==> config.mk <==
export PLATFORM = sky130hd
export DESIGN_NAME = dcache_controller
export DESIGN_NICKNAME = d
export VERILOG_FILES = /design/src/rtl/dcache_pkg.sv /design/src/rtl/dcache_line_array.sv /design/src/rtl/dcache_controller.sv
export SDC_FILE = /design/constraint.sdc
export NUM_CORES = 1
export LEC_CHECK = 0
export ABC_AREA = 1
export BUFFER_PORTS_ARGS = -buffer_cell sky130_fd_sc_hd__buf_2
export CAP_MARGIN = 40
export CORE_UTILIZATION = 50
export DETAILED_ROUTE_END_ITERATION = 8
export PLACE_DENSITY = 0.68
export RECOVER_POWER = 25
export SKIP_LAST_GASP = 1
export SYNTH_ARGS = -nofsm -noshare
export SYNTH_HDL_FRONTEND = slang
export SYNTH_SLANG_ARGS = --single-unit
==> constraint.sdc <==
create_clock -name CLK -period 4 [get_ports CLK]
set_input_delay 0.8 -clock CLK [delete_from_list [all_inputs] [get_ports CLK]]
set_output_delay 0.8 -clock CLK [all_outputs]
set_load 0.01 [all_outputs]
==> src/rtl/dcache_pkg.sv <==
// Shared types and widths for the direct-mapped write-back data cache.
package dcache_pkg;

  localparam int TAG_W    = 3;
  localparam int INDEX_W  = 3;
  localparam int OFFSET_W = 2;
  localparam int BLOCK_W  = 32;

  typedef enum logic [1:0] {
    IDLE      = 2'd0,
    WRITEBACK = 2'd1,
    FETCH     = 2'd2,
    UPDATE    = 2'd3
  } state_e;

  function automatic logic [7:0] get_byte(input logic [BLOCK_W-1:0] blk,
                                          input logic [OFFSET_W-1:0] off);
    get_byte = blk[{off, 3'b000} +: 8];
  endfunction

endpackage

==> src/rtl/dcache_line_array.sv <==
// Valid/dirty/tag/data storage: async read, sync byte write and block fill,
// async clear of valid and dirty.
module dcache_line_array
  import dcache_pkg::*;
#(
  parameter int LINES       = 8,
  parameter int BLOCK_BYTES = 4
) (
  input  logic                       CLK,
  input  logic                       RESET_N,
  input  logic [INDEX_W-1:0]         i_index,
  output logic                       o_valid,
  output logic                       o_dirty,
  output logic [TAG_W-1:0]           o_tag,
  output logic [8*BLOCK_BYTES-1:0]   o_data,
  input  logic                       i_wr_en,
  input  logic [OFFSET_W-1:0]        i_wr_off,
  input  logic [7:0]                 i_wr_byte,
  input  logic                       i_fill_en,
  input  logic [TAG_W-1:0]           i_fill_tag,
  input  logic [8*BLOCK_BYTES-1:0]   i_fill_data
);

  logic [LINES-1:0]         r_valid;
  logic [LINES-1:0]         r_dirty;
  logic [TAG_W-1:0]         r_tag  [LINES];
  logic [8*BLOCK_BYTES-1:0] r_data [LINES];

  assign o_valid = r_valid[i_index];
  assign o_dirty = r_dirty[i_index];
  assign o_tag   = r_tag[i_index];
  assign o_data  = r_data[i_index];

  // Line status bits; a fill always leaves the line clean.
  always_ff @(posedge CLK or negedge RESET_N) begin
    if (!RESET_N) begin
      r_valid <= {LINES{1'b0}};
      r_dirty <= {LINES{1'b0}};
    end else if (i_fill_en) begin
      r_valid[i_index] <= 1'b1;
      r_dirty[i_index] <= 1'b0;
    end else if (i_wr_en) begin
      r_dirty[i_index] <= 1'b1;
    end
  end

  // Tag and data payload need no reset; valid gates their use.
  always_ff @(posedge CLK) begin
    if (i_fill_en) begin
      r_tag[i_index]  <= i_fill_tag;
      r_data[i_index] <= i_fill_data;
    end else if (i_wr_en) begin
      r_data[i_index][{i_wr_off, 3'b000} +: 8] <= i_wr_byte;
    end
  end

endmodule

==> src/rtl/dcache_controller.sv <==
// Direct-mapped write-back data cache controller (8 lines x 4 bytes).
// Optional hit/miss counters are enabled with `define DCACHE_STATS_EN.
module dcache_controller
  import dcache_pkg::*;
#(
  parameter int LINES       = 8,
  parameter int BLOCK_BYTES = 4
) (
  input  logic                       CLK,
  input  logic                       RESET_N,
  input  logic                       READ,
  input  logic                       WRITE,
  input  logic [7:0]                 ADDRESS,
  input  logic [7:0]                 WRITEDATA,
  output logic [7:0]                 READDATA,
  output logic                       BUSYWAIT,
  output logic                       MEM_READ,
  output logic                       MEM_WRITE,
  output logic [TAG_W+INDEX_W-1:0]   MEM_ADDRESS,
  output logic [BLOCK_W-1:0]         MEM_WRITEDATA,
  input  logic [BLOCK_W-1:0]         MEM_READDATA,
  input  logic                       MEM_BUSYWAIT
`ifdef DCACHE_STATS_EN
  ,
  output logic [15:0]                HIT_COUNT,
  output logic [15:0]                MISS_COUNT
`endif
);

  state_e                    r_state;
  logic                      r_mem_read;
  logic                      r_mem_write;
  logic [TAG_W+INDEX_W-1:0]  r_mem_addr;
  logic [BLOCK_W-1:0]        r_mem_wdata;

  logic [TAG_W-1:0]    w_tag;
  logic [INDEX_W-1:0]  w_index;
  logic [OFFSET_W-1:0] w_off;
  logic                w_valid;
  logic                w_dirty;
  logic [TAG_W-1:0]    w_line_tag;
  logic [BLOCK_W-1:0]  w_line_data;
  logic                w_req;
  logic                w_hit;
  logic                w_idle;
  logic                w_wr_hit;
  logic                w_fill;

  assign w_tag    = ADDRESS[7:5];
  assign w_index  = ADDRESS[4:2];
  assign w_off    = ADDRESS[1:0];
  assign w_req    = READ | WRITE;
  assign w_hit    = w_valid & (w_line_tag == w_tag);
  assign w_idle   = (r_state == IDLE);
  assign w_wr_hit = w_idle & WRITE & w_hit;
  assign w_fill   = (r_state == UPDATE);

  dcache_line_array #(
    .LINES       (LINES),
    .BLOCK_BYTES (BLOCK_BYTES)
  ) u_lines (
    .CLK         (CLK),
    .RESET_N     (RESET_N),
    .i_index     (w_index),
    .o_valid     (w_valid),
    .o_dirty     (w_dirty),
    .o_tag       (w_line_tag),
    .o_data      (w_line_data),
    .i_wr_en     (w_wr_hit),
    .i_wr_off    (w_off),
    .i_wr_byte   (WRITEDATA),
    .i_fill_en   (w_fill),
    .i_fill_tag  (w_tag),
    .i_fill_data (MEM_READDATA)
  );

  // BUSYWAIT is gated by RESET_N so the CPU is released the moment reset hits.
  assign BUSYWAIT      = RESET_N & w_req & (~w_idle | ~w_hit);
  assign READDATA      = w_hit ? get_byte(w_line_data, w_off) : 8'h00;
  assign MEM_READ      = r_mem_read;
  assign MEM_WRITE     = r_mem_write;
  assign MEM_ADDRESS   = r_mem_addr;
  assign MEM_WRITEDATA = r_mem_wdata;

  // Miss sequencer; MEM_ADDRESS is held through UPDATE so fill data stays valid.
  always_ff @(posedge CLK or negedge RESET_N) begin
    if (!RESET_N) begin
      r_state     <= IDLE;
      r_mem_read  <= 1'b0;
      r_mem_write <= 1'b0;
      r_mem_addr  <= {(TAG_W+INDEX_W){1'b0}};
      r_mem_wdata <= {BLOCK_W{1'b0}};
    end else begin
      case (r_state)
        IDLE: begin
          if (w_req && !w_hit) begin
            if (w_dirty) begin
              r_state     <= WRITEBACK;
              r_mem_write <= 1'b1;
              r_mem_addr  <= {w_line_tag, w_index};
              r_mem_wdata <= w_line_data;
            end else begin
              r_state    <= FETCH;
              r_mem_read <= 1'b1;
              r_mem_addr <= {w_tag, w_index};
            end
          end
        end
        WRITEBACK: begin
          if (!MEM_BUSYWAIT) begin
            r_state     <= FETCH;
            r_mem_write <= 1'b0;
            r_mem_read  <= 1'b1;
            r_mem_addr  <= {w_tag, w_index};
          end
        end
        FETCH: begin
          if (!MEM_BUSYWAIT) begin
            r_state    <= UPDATE;
            r_mem_read <= 1'b0;
          end
        end
        UPDATE: r_state <= IDLE;
        default: begin
          r_state     <= IDLE;
          r_mem_read  <= 1'b0;
          r_mem_write <= 1'b0;
        end
      endcase
    end
  end

`ifdef DCACHE_STATS_EN
  logic        r_missed;
  logic [15:0] r_hit_count;
  logic [15:0] r_miss_count;

  assign HIT_COUNT  = r_hit_count;
  assign MISS_COUNT = r_miss_count;

  // r_missed marks the reissued access after a miss so it is not counted as a hit.
  always_ff @(posedge CLK or negedge RESET_N) begin
    if (!RESET_N) begin
      r_missed     <= 1'b0;
      r_hit_count  <= 16'h0000;
      r_miss_count <= 16'h0000;
    end else if (w_idle && w_req && !w_hit) begin
      r_missed <= 1'b1;
      if (r_miss_count != 16'hFFFF) r_miss_count <= r_miss_count + 16'd1;
    end else if (w_idle && w_req && w_hit) begin
      r_missed <= 1'b0;
      if (!r_missed && r_hit_count != 16'hFFFF) r_hit_count <= r_hit_count + 16'd1;
    end
  end
`endif

endmodule
==> flow_summary_export.csv <==
group,metric,value,unit
yosys,synth-edff-count,280,
yosys,syn-cell-area,14450,um2
routing,routed_wl,38020,um
setup_path,endpoint_kind,"primary output",
outcome,status,"complete, but fails checks",
clocking,h-tree-depth,2,
yosys,synthesis.nets,1329,
outcome,violations,"capacitance limit, slew limit",
clocking,post-cts-setup-buffer-count,0,
clocking,clk_pin_slew_worst_paths,0.06,ns
clocking,cts_tree,"yes",
yosys,yosysSeqAreaShare,68.25,%
final_layout,layout_common_cells,"346 x nand2_1, 280 x edfxtp_1, 148 x inv_1",
hold_path,hold_path.class,"register to register",
global_route,grt_pass1_wl,57160,um
routing,drtPass1Iterations,7,
yosys,yosys_warnings,0,
routing,ant_nets,0,
global_route,grt_max_degree,65,
clocking,ctsResizeCount,0,
yosys,async_flop_share,17.16,%
global_route,grt_pass1_vias,9710,
clocking,clock_latency,0.52,ns
final_layout,syn_to_final_growth,14.35,%
setup_path,cp_data_required_time,3.20,ns
routing,drc,0,
routing,post_drt_wl_per_cell,21.23,um
sta,fin_crit_sh,94.15,%
die,core.rowCount,61,
final_layout,drive_gt1_share,13.66,%
routing,avgViaCountPerCell,5.525,
global_route,gr-total-overflow,0,
sta,slew_violations,59,
routing,vias,9895,
clocking,cts_made_buffers,36,
place,pre_cts_ws,0.3016,ns
global_route,antenna_found_initial,0,
setup_path,crit_path_start_kind,"primary input",
power_and_ir_drop,ir_drop,269.0,uV
die,core-area,28090,um2
final_layout,final_common_cell,"nand2_1",
sta,fin_setup_tns,0,ns
clocking,cts_buffer_depth,3,
sta,finalCriticalPeriod,3.766,ns
clocking,clock-root-buffer,"clkbuf_16",
die,pin_count,102,
yosys,synth_ff_type,"edfxtp_1",
sta,fmax,265.5,MHz
sta,setup_viol,0,
sta,hold_ws,0.4551,ns
sta,fin_ws,0.2339,ns
sta,rsz0062_at_grt,"no",
yosys,ys_ff_latch,338,
yosys,yosysUniqueCellTypes,42,
setup_path,worstPathArrival,2.97,ns
clocking,hold_buffers,0,
die,dieArea,29580,um2
final_layout,nNetsFinal,1449,
yosys,syn_inst,1266,
clocking,clock_sinks,338,
sta,tightest_slew,1.546,ns
place,dp_hpwl,25970,um
die,die_x,172.0,um
sta,relSlewSlack,-3.092,%
global_route,track_usage,26.56,%
die,die_y,172.0,um
setup_path,crit_path_max_fanout,24,
sta,finClkSkew,0.01114,ns
setup_path,crit_type,"primary input to primary output",
place,place_congestion,0.8869,
yosys,avgSynthCellArea,11.41,um2
power_and_ir_drop,power.leakage,0.006729,uW
routing,first_iter_violations,1218,
sta,finalHoldViolCount,0,
power_and_ir_drop,p_per_area,547.1,nW/um2
final_layout,diodes,0,
job,drv_cap,1,
die,initial_utilization,51.43,%
place,port_buffers,101,
-- worst paths after layout --
kind,startpoint,to,slack (ns),depth (start not counted)
hold reg to reg,u_lines.r_valid[5]$_DFFE_PN0P_,u_lines.r_valid[5]$_DFFE_PN0P_,0.46,2
hold / removal,u_lines.r_valid[5]$_DFFE_PN0P_,u_lines.r_valid[5]$_DFFE_PN0P_,0.46,2
setup reg to reg,u_lines.r_tag[4][1]$_DFFE_PP_,u_lines.r_data[1][17]$_DFFE_PP_,0.81,13
setup / recovery,ADDRESS[4],READDATA[7],0.23,13
min in group asynchronous,RESET_N,MEM_ADDRESS[2]$_DFFE_PN0P_,0.93,2
max in group asynchronous,RESET_N,MEM_WRITEDATA[19]$_DFFE_PN0P_,2.14,2
-- state kept, by name (all words and copies together), names as in the netlist, named ones only --
name / flops
MEM_ADDRESS: 6
MEM_READ: 1
MEM_WRITE: 1
MEM_WRITEDATA: 32
r_state: 2
u_lines.r_data: 256
u_lines.r_tag: 24
u_lines.r_valid: 8
-- worst max-delay path, stage by stage --
cell and delay, ns:
buf_2 0.19, nand2_2 0.13, nor2_1 0.27, buf_12 0.25, buf_4 0.25, nand2_1 0.06
and3_1 0.19, nand2_1 0.08, inv_1 0.07, nand2_1 0.06, nand3_1 0.07, a21oi_1 0.33
buf_2 0.20
-- metrics by stage --
step	power, uW	cell area [um2]	util, %	instances
final	9037	16520	58.82	1791
after global routing	9394	16520	58.82	1791
after CTS	9112	16640	59.23	1791
after detailed placement	5897	15480	55.13	1726
after global placement	5861	15480	55.11	1725
after floorplan	5280	14450	-	1266
-- cells in the mapped netlist (all sizes together), types with 3 or more instances --
| master | instances | share of area (%) |
|---|---|---|
| a22o | 34 | 2.1 |
| a221oi | 13 | 0.79 |
| and3 | 5 | 0.22 |
| nand2 | 352 | 9.3 |
| a21oi | 15 | 0.52 |
| a211oi | 8 | 0.42 |
| nand4 | 16 | 1.1 |
| or2 | 7 | 0.30 |
| o211ai | 8 | 0.42 |
| a22oi | 17 | 0.88 |
| o2111a | 4 | 0.31 |
| clkinv | 3 | 0.078 |
| clkbuf | 28 | 0.75 |
| dfrtp | 58 | 10 |
| o21ai | 88 | 3.7 |
| nor2 | 68 | 2.1 |
| o22ai | 5 | 0.22 |
| o21bai | 4 | 0.21 |
| ha | 10 | 0.87 |
| nand3 | 59 | 2.1 |
| edfxtp | 280 | 58 |
| buf | 24 | 1.1 |
| inv | 152 | 3.9 |
-- report_power, final --
part / switching (uW) / leakage, uW / internal, uW / total, uW
clock network: 1360 / 0.000564 / 1910 / 3260
registers: 170 / 0.00324 / 4180 / 4350
logic: 986 / 0.00293 / 432 / 1420
total: 2510 / 0.00673 / 6530 / 9040
-- kinds of logic after synthesis --
logic type / count (synthesis) / synth area share, %
buf+inv: 207 / 5.889
fa+ha+maj: 10 / 0.8661
flops: 338 / 68.25
compound gates: 201 / 9.796
simple gates: 510 / 15.20
-- per-layer routing --
layer | share of wire (%) | track usage [%]
met5 | 0 | 0
met1 | 44 | 38.21
met2 | 46 | 41.73
met4 | 2.6 | 8.311
met3 | 7.7 | 3.937
-- final cells by class --
cell class / instances / area, um2
inverter: 155 / 581.8
clock buffer: 42 / 954.7
clock inverter: 23 / 197.7
timing repair buffer: 134 / 745.7
sequential: 338 / 9859
multi-input combinational: 721 / 3707
tap: 378 / 473.0
fill: 2403 / 11570
(Power assumes the default switching activity.)
